--- config.mk ---
export PLATFORM = sky130hd
export DESIGN_NAME = xil_dp_arbiter_flat
export DESIGN_NICKNAME = d
export VERILOG_FILES = /design/src/rtl/xil_dp_arb_pkg.sv /design/src/rtl/xil_dp_arbiter_if.sv /design/src/rtl/xil_rr_arbiter.sv /design/src/rtl/xil_dp_arbiter.sv /design/src/flat_wrapper.sv
export SDC_FILE = /design/constraint.sdc
export NUM_CORES = 1
export LEC_CHECK = 0
export CAP_MARGIN = 20
export CORE_AREA = 2 2 139 141
export DETAILED_ROUTE_END_ITERATION = 8
export DIE_AREA = 0 0 141 143
export PLACE_DENSITY = 0.44
export SLEW_MARGIN = 20
export SYNTH_ARGS = -nofsm -noshare
export SYNTH_HDL_FRONTEND = slang
export SYNTH_HIERARCHICAL = 1
export SYNTH_SLANG_ARGS = --single-unit
--- constraint.sdc ---
create_clock -name clka -period 4.6 [get_ports clka]
set_input_delay 0.69 -clock clka [delete_from_list [all_inputs] [get_ports clka]]
set_output_delay 0.69 -clock clka [all_outputs]
set_load 0.01 [all_outputs]
--- src/rtl/xil_dp_arb_pkg.sv ---
// xil_dp_arb_pkg: shared helpers and types for the dual-port BRAM arbiter.
// The tag struct is sized for the largest supported configuration
// (8 requesters, data up to TAG_MAX_W bits). Smaller builds zero-fill the
// unused upper bits, and synthesis removes them as constants.
package xil_dp_arb_pkg;

  localparam int TAG_MAX_REQ = 8;
  localparam int TAG_MAX_W   = 128;

  // Ceiling log2. Returns 0 for values of 0 and 1.
  function automatic int clog2(input int value);
    int r;
    r = 0;
    for (int v = value - 1; v > 0; v = v >> 1) begin
      r = r + 1;
    end
    return r;
  endfunction

  // Address width for a RAM of the given depth. Always at least 1 bit.
  function automatic int addr_w(input int depth);
    return (depth > 1) ? clog2(depth) : 1;
  endfunction

  // One entry of the read-return pipeline.
  typedef struct packed {
    logic                   valid;
    logic [TAG_MAX_REQ-1:0] id;
    logic                   byp;
    logic [TAG_MAX_W-1:0]   byp_data;
  } rd_tag_t;

endpackage

--- src/rtl/xil_dp_arbiter_if.sv ---
// xil_dp_arbiter_if: requester-side bus plus BRAM wrapper port bundle.
// The master view belongs to the environment (the requesters and the RAM
// wrapper). The slave view belongs to the arbiter.
interface xil_dp_arbiter_if #(
  parameter int NUM_REQ   = 4,
  parameter int RAM_WIDTH = 32,
  parameter int ADDR_W    = 11
);
  logic [NUM_REQ-1:0]           wr_req;
  logic [NUM_REQ*ADDR_W-1:0]    wr_addr;
  logic [NUM_REQ*RAM_WIDTH-1:0] wr_data;
  logic [NUM_REQ-1:0]           wr_gnt;
  logic [NUM_REQ-1:0]           rd_req;
  logic [NUM_REQ*ADDR_W-1:0]    rd_addr;
  logic [NUM_REQ-1:0]           rd_gnt;
  logic [NUM_REQ-1:0]           rd_valid;
  logic [RAM_WIDTH-1:0]         rd_data;
  logic [ADDR_W-1:0]            ram_addra;
  logic [RAM_WIDTH-1:0]         ram_dina;
  logic                         ram_wea;
  logic [ADDR_W-1:0]            ram_addrb;
  logic                         ram_enb;
  logic                         ram_regceb;
  logic                         ram_rstb;
  logic [RAM_WIDTH-1:0]         ram_doutb;

  modport master (
    output wr_req, wr_addr, wr_data, rd_req, rd_addr, ram_doutb,
    input  wr_gnt, rd_gnt, rd_valid, rd_data,
    input  ram_addra, ram_dina, ram_wea, ram_addrb, ram_enb, ram_regceb, ram_rstb
  );

  modport slave (
    input  wr_req, wr_addr, wr_data, rd_req, rd_addr, ram_doutb,
    output wr_gnt, rd_gnt, rd_valid, rd_data,
    output ram_addra, ram_dina, ram_wea, ram_addrb, ram_enb, ram_regceb, ram_rstb
  );
endinterface

--- src/rtl/xil_rr_arbiter.sv ---
// xil_rr_arbiter: combinational round-robin pick with a registered pointer.
// The winner is the lowest index at or after the pointer, with wrap-around.
// After a grant, the pointer moves to the slot just past the winner.
module xil_rr_arbiter
  import xil_dp_arb_pkg::*;
#(
  parameter int N = 4
) (
  input  logic         clka,
  input  logic         rstb,
  input  logic [N-1:0] req,
  output logic [N-1:0] gnt
);

  localparam int PTR_W = clog2(N);

  logic [PTR_W-1:0] ptr_r;
  logic [PTR_W-1:0] cand_s;
  logic [PTR_W-1:0] win_idx_s;
  logic             win_s;
  logic             take_s;

  // Scan from the pointer and take the first active request; grant nothing in reset.
  always_comb begin
    gnt       = '0;
    win_s     = 1'b0;
    win_idx_s = '0;
    cand_s    = '0;
    take_s    = 1'b0;
    if (rstb) begin
      gnt = '0;
    end else begin
      for (int off = 0; off < N; off++) begin
        cand_s    = PTR_W'((int'(ptr_r) + off) % N);
        take_s    = !win_s && req[cand_s];
        win_idx_s = take_s ? cand_s : win_idx_s;
        win_s     = win_s | take_s;
      end
      gnt[win_idx_s] = win_s;
    end
  end

  // Move the priority pointer past the winner; hold it when nothing is granted.
  always_ff @(posedge clka) begin
    if (rstb) begin
      ptr_r <= '0;
    end else if (win_s) begin
      ptr_r <= (win_idx_s == PTR_W'(N - 1)) ? '0 : win_idx_s + PTR_W'(1);
    end else begin
      ptr_r <= ptr_r;
    end
  end

endmodule

--- src/rtl/xil_dp_arbiter.sv ---
// xil_dp_arbiter: shares one simple dual-port BRAM among NUM_REQ requesters.
// The write port and the read port each have their own round-robin arbiter.
// Returned read words are tagged with their owner through a pipeline that
// matches the RAM read latency (RD_LATENCY = 1 or 2).
// Optional feature: define XIL_DP_ARB_BYPASS_EN to forward same-cycle,
// same-address write data to the colliding read. Without it, the read sees
// the old contents (read-first).
module xil_dp_arbiter
  import xil_dp_arb_pkg::*;
#(
  parameter int NUM_REQ    = 4,
  parameter int RAM_WIDTH  = 32,
  parameter int RAM_DEPTH  = 2048,
  parameter int RD_LATENCY = 1
) (
  input  logic             clka,
  input  logic             rstb,
  xil_dp_arbiter_if.slave  bus
);

  localparam int ADDR_W = addr_w(RAM_DEPTH);

  logic [NUM_REQ-1:0]   wr_gnt_s;
  logic [NUM_REQ-1:0]   rd_gnt_s;
  logic [ADDR_W-1:0]    addra_s;
  logic [RAM_WIDTH-1:0] dina_s;
  logic [ADDR_W-1:0]    addrb_s;
  logic                 collide_s;
  rd_tag_t              tag_in_s;
  rd_tag_t              tag_r [RD_LATENCY];
  rd_tag_t              tag_last_s;
  logic                 tag_unused_s;

  xil_rr_arbiter #(.N(NUM_REQ)) u_wr_arb (
    .clka (clka),
    .rstb (rstb),
    .req  (bus.wr_req),
    .gnt  (wr_gnt_s)
  );

  xil_rr_arbiter #(.N(NUM_REQ)) u_rd_arb (
    .clka (clka),
    .rstb (rstb),
    .req  (bus.rd_req),
    .gnt  (rd_gnt_s)
  );

  // Steer the granted requester's slices onto the RAM ports with one-hot AND-OR muxes.
  always_comb begin
    addra_s = '0;
    dina_s  = '0;
    addrb_s = '0;
    for (int i = 0; i < NUM_REQ; i++) begin
      addra_s = addra_s | ({ADDR_W{wr_gnt_s[i]}}    & bus.wr_addr[i*ADDR_W +: ADDR_W]);
      dina_s  = dina_s  | ({RAM_WIDTH{wr_gnt_s[i]}} & bus.wr_data[i*RAM_WIDTH +: RAM_WIDTH]);
      addrb_s = addrb_s | ({ADDR_W{rd_gnt_s[i]}}    & bus.rd_addr[i*ADDR_W +: ADDR_W]);
    end
  end

  assign bus.wr_gnt    = wr_gnt_s;
  assign bus.rd_gnt    = rd_gnt_s;
  assign bus.ram_wea   = |wr_gnt_s;
  assign bus.ram_addra = addra_s;
  assign bus.ram_dina  = dina_s;
  assign bus.ram_enb   = |rd_gnt_s;
  assign bus.ram_addrb = addrb_s;
  assign bus.ram_rstb  = rstb;

`ifdef XIL_DP_ARB_BYPASS_EN
  assign collide_s = (|wr_gnt_s) & (|rd_gnt_s) & (addra_s == addrb_s);
`else
  assign collide_s = 1'b0;
`endif

  // Build the stage-0 tag from this cycle's read grant.
  always_comb begin
    tag_in_s                   = '0;
    tag_in_s.valid             = |rd_gnt_s;
    tag_in_s.id[NUM_REQ-1:0]   = rd_gnt_s;
    tag_in_s.byp               = collide_s;
`ifdef XIL_DP_ARB_BYPASS_EN
    tag_in_s.byp_data[RAM_WIDTH-1:0] = dina_s;
`endif
  end

  // Move tags down the pipeline; reset drops every read that is in flight.
  always_ff @(posedge clka) begin
    if (rstb) begin
      for (int s = 0; s < RD_LATENCY; s++) begin
        tag_r[s] <= '0;
      end
    end else begin
      tag_r[0] <= tag_in_s;
      for (int s = 1; s < RD_LATENCY; s++) begin
        tag_r[s] <= tag_r[s-1];
      end
    end
  end

  assign tag_last_s   = tag_r[RD_LATENCY-1];
  assign tag_unused_s = ^tag_last_s;

  // Mark the returned word with its owner's id; idle cycles return all zeros.
  always_comb begin
    bus.rd_valid = '0;
    bus.rd_data  = '0;
    if (tag_last_s.valid) begin
      bus.rd_valid = tag_last_s.id[NUM_REQ-1:0];
      if (tag_last_s.byp) begin
        bus.rd_data = tag_last_s.byp_data[RAM_WIDTH-1:0];
      end else begin
        bus.rd_data = bus.ram_doutb;
      end
    end else begin
      bus.rd_valid = '0;
      bus.rd_data  = '0;
    end
  end

  // The RAM output register only loads when a read is in the middle stage.
  generate
    if (RD_LATENCY >= 2) begin : g_regce
      assign bus.ram_regceb = tag_r[RD_LATENCY-2].valid;
    end else begin : g_no_regce
      assign bus.ram_regceb = 1'b0;
    end
  endgenerate

endmodule

--- src/flat_wrapper.sv ---
// flat-port wrapper written by rule: the top's interface ports become plain ports
module xil_dp_arbiter_flat import xil_dp_arb_pkg::*;
#(
  parameter int NUM_REQ    = 4,
  parameter int RAM_WIDTH  = 32,
  parameter int RAM_DEPTH  = 2048,
  parameter int RD_LATENCY = 1
)
  (clka, rstb, bus_wr_req, bus_wr_addr, bus_wr_data, bus_rd_req, bus_rd_addr, bus_ram_doutb, bus_wr_gnt, bus_rd_gnt, bus_rd_valid, bus_rd_data, bus_ram_addra, bus_ram_dina, bus_ram_wea, bus_ram_addrb, bus_ram_enb, bus_ram_regceb, bus_ram_rstb);
  xil_dp_arbiter_if #(.NUM_REQ(NUM_REQ), .RAM_WIDTH(RAM_WIDTH), .ADDR_W((addr_w((2048))))) bus_i ();
  input  logic clka;
  input  logic rstb;
  input wire logic [$bits(bus_i.wr_req)-1:0] bus_wr_req;
  input wire logic [$bits(bus_i.wr_addr)-1:0] bus_wr_addr;
  input wire logic [$bits(bus_i.wr_data)-1:0] bus_wr_data;
  input wire logic [$bits(bus_i.rd_req)-1:0] bus_rd_req;
  input wire logic [$bits(bus_i.rd_addr)-1:0] bus_rd_addr;
  input wire logic [$bits(bus_i.ram_doutb)-1:0] bus_ram_doutb;
  output wire logic [$bits(bus_i.wr_gnt)-1:0] bus_wr_gnt;
  output wire logic [$bits(bus_i.rd_gnt)-1:0] bus_rd_gnt;
  output wire logic [$bits(bus_i.rd_valid)-1:0] bus_rd_valid;
  output wire logic [$bits(bus_i.rd_data)-1:0] bus_rd_data;
  output wire logic [$bits(bus_i.ram_addra)-1:0] bus_ram_addra;
  output wire logic [$bits(bus_i.ram_dina)-1:0] bus_ram_dina;
  output wire logic [$bits(bus_i.ram_wea)-1:0] bus_ram_wea;
  output wire logic [$bits(bus_i.ram_addrb)-1:0] bus_ram_addrb;
  output wire logic [$bits(bus_i.ram_enb)-1:0] bus_ram_enb;
  output wire logic [$bits(bus_i.ram_regceb)-1:0] bus_ram_regceb;
  output wire logic [$bits(bus_i.ram_rstb)-1:0] bus_ram_rstb;
  assign bus_i.wr_req = bus_wr_req;
  assign bus_i.wr_addr = bus_wr_addr;
  assign bus_i.wr_data = bus_wr_data;
  assign bus_i.rd_req = bus_rd_req;
  assign bus_i.rd_addr = bus_rd_addr;
  assign bus_i.ram_doutb = bus_ram_doutb;
  assign bus_wr_gnt = bus_i.wr_gnt;
  assign bus_rd_gnt = bus_i.rd_gnt;
  assign bus_rd_valid = bus_i.rd_valid;
  assign bus_rd_data = bus_i.rd_data;
  assign bus_ram_addra = bus_i.ram_addra;
  assign bus_ram_dina = bus_i.ram_dina;
  assign bus_ram_wea = bus_i.ram_wea;
  assign bus_ram_addrb = bus_i.ram_addrb;
  assign bus_ram_enb = bus_i.ram_enb;
  assign bus_ram_regceb = bus_i.ram_regceb;
  assign bus_ram_rstb = bus_i.ram_rstb;
  xil_dp_arbiter #(.NUM_REQ(NUM_REQ), .RAM_WIDTH(RAM_WIDTH), .RAM_DEPTH(RAM_DEPTH), .RD_LATENCY(RD_LATENCY)) u_core (.clka(clka), .rstb(rstb), .bus(bus_i));
endmodule
==> out/results.ini <==
[floorplan]
coreArea_um2=18600
start_util_pct=11.2
die_w_um=141
pin_count=360
num_rows=50
die_area_um2=20200
die_h_um=143

[global_routing]
grt_pass1_wl_mm=22.0
first_global_vias=3880
antenna_found_initial=0
grt_max_degree=46
grt_use_total_pct=13.8
grt.overflow.total=0

[yosys]
yosysTopAreaCell=a22oi_1
async_reset_ff_share_pct=0
yosys.area.top_type_share_pct=39.1
yosys_warnings=6
ys_seq_elements=9
avgSynthCellArea_um2=6.64
synthTopCellsByArea=a22oi_1 (39%), and2_1 (11%), nand2_1 (10%)
yosys.cell_types.count=34
synth_edf_count=0
synth_nets=570
syn_area_um2=2070
ys.flop_type=dfxtp_1
netlist_instances=312
ys_seq_area_share_pct=8.69

[placement]
dpl_worst_slack_ns=0.489
hpwlAfterDp_mm=12.9
portBuffers=358
gp_congestion=0.911

[timing]
fin_ws_ns=0.463
finalSetupTns_ns=0
finClkSkew_ns=0.00576
hold_viol_final=0
fin_crit_sh_pct=89.9
tightest_slew_ns=0.882
relSlewSlack_pct=41.1
finalMaxSlewViolations=0
setup_viol=0
rsz0062_at_grt=no
max_freq_mhz=242
fin_crit_ns=4.14

[clock_network]
clk_latency_ns=0.24
cts_setup_buffers=0
cts_tree=done
cts_buffers=3
cts_resized=0
cts_buffer_depth=2
cts_sinks=9
htreeDepth=1
hold_buffers=0
clock-root-buffer=clkbuf_16
cts.reportedPaths.clkPinSlew_ns=0.04

[final_layout]
antennaDiodeCount=0
syn_to_final_growth_pct=194
utilization_pct=32.8
nets=919
fill_cells=1938
drive_gt1_share_pct=6.21

[critical_path]
r2r-start=u_core/u_rd_arb/ptr_r[0]$_SDFFE_PP0P_
reg2reg_to=u_core/tag_r[0][4]$_SDFF_PP0_
reg2reg_depth=8
crit_chain=clkdlybuf4s50_1, or2b_2, a21oi_1, a221oi_2, nand2b_1, nor2_4, buf_4, a22oi_1, nand2_1, clkdlybuf4s50_1
critPathMostFrequentCell=clkdlybuf4s50_1
crit_arrival_ns=3.45
r2r_slack_ns=2.37
critPathSlowestCell=clkdlybuf4s50_1
cp.required_ns=3.91
slowest_delay_ns=0.56
cp-end-kind=output pin
startpoint_type=input pin
crit_fanout=11
crit_type=input pin to output pin

[route]
via_per_inst=4.28
wire_per_inst_um=17.2
drt_iter0_markers=159
drcViolationCount=0
antenna_left=0
wl_mm=15.4
vias=3823
dr.pass1.iters=5

[power_and_ir_drop]
peakVddDrop_v=0.000126
leakage_uw=0.00233
p_per_area_nw_per_um2=203
total_power_uw=1240

[worst_hold_path]
holdPathEnd=u_core/u_wr_arb/ptr_r[1]$_SDFFE_PP0P_
hold_class=register to register
hp-start=u_core/u_wr_arb/ptr_r[1]$_SDFFE_PP0P_
holdPathStages=2

[job]
maxCapViolations=0

[status]
outcome=finished, final reports clean

-- worst max-delay path, delay by kind of cell --
kind / cells / cell delay [ns]
buf+inv: 3 / 1.34
simple gates: 4 / 1.05
compound gates: 3 / 0.36
-- per-layer routing --
layer | vias up | track usage (%) | routed length, um
met1 | 1780 | 17.0 | 5970
met4 | 0 | 2.37 | 134
met3 | 10 | 1.91 | 781
met2 | 161 | 25.8 | 8480
li1 | 1872 | - | -
met5 | - | 0 | 0
-- sequential cells by signal, indices dropped and copies added, names as in the netlist --
signal and flops:
u_core/tag_r 5, u_core/u_rd_arb/ptr_r 2, u_core/u_wr_arb/ptr_r 2
-- power breakdown --
part / total (uW) / internal, uW / switching [uW]
logic: 969 / 587 / 383
registers: 114 / 88.3 / 25.3
clock network: 155 / 115 / 40.7
-- cells by family (layout without fill, tap and decap cells) --
group                  Yosys count  in the layout  share of synthesized area (%)
AO/OA/AOI/OAI                  132            132                           50.3
buffers and inverters           35            383                           7.36
flip-flops                       9              9                           8.69
other                            1              1                          0.181
AND/OR/NAND/NOR                135            135                           33.4
-- stage by stage --
| stage | hold slack [ns] | area (um2) | instances |
|---|---|---|---|
| 6_report | 0.632 | 6100 | 894 |
| 5_1_grt | 0.650 | 6100 | 894 |
| 4_1_cts | 0.623 | 6100 | 894 |
| 3_5_place_dp | 0.616 | 6020 | 890 |
| 3_3_place_gp | 0.620 | 6020 | 890 |
| 2_1_floorplan | 0.628 | 2070 | 312 |
-- synth_stat cells (4+ instances only) --
master / number
a22oi_1: 108
nand2_1: 56
and2_1: 36
clkbuf_1: 17
nor2_1: 16
buf_2: 9
dfxtp_1: 9
nand2b_1: 6
a21oi_1: 4
inv_1: 4
nor2b_1: 4
nor4_1: 4
-- cell usage in the layout, fill, tap and decap left out, types with 3 or more instances in the layout --
master	count
nand2b_1	6
clkdlybuf4s50_1	358
nand2_1	56
nor4_1	4
nor2_4	4
nor2b_1	4
buf_4	13
buf_12	4
dfxtp_1	9
a22oi_1	108
inv_1	4
a21oi_1	4
and2_1	36
clkbuf_16	3
nor2_1	12
-- layout make-up --
class | count | area (um2) | area share (%)
sequential | 9 | 180 | 2.95
tap | 234 | 293 | 4.80
inverter | 4 | 15.0 | 0.246
timing repair buffer | 375 | 3760 | 61.7
clock buffer | 3 | 75.1 | 1.23
clock inverter | 1 | 5.00 | 0.0821
multi-input combinational | 268 | 1770 | 29.0
-- how the worst max path moves through the flow --
stage,cells past startpoint,end,start
finish,10,bus_ram_dina[9],bus_wr_req[2]
global route,9,bus_ram_addra[7],bus_wr_req[1]
CTS,10,bus_ram_dina[12],bus_wr_req[2]
detailed placement,10,bus_ram_dina[12],bus_wr_req[2]
global placement,8,bus_ram_wea,bus_wr_req[0]
floorplan,9,bus_ram_addra[1],bus_wr_req[2]
Note: power is estimated with default switching activity, not from simulation.
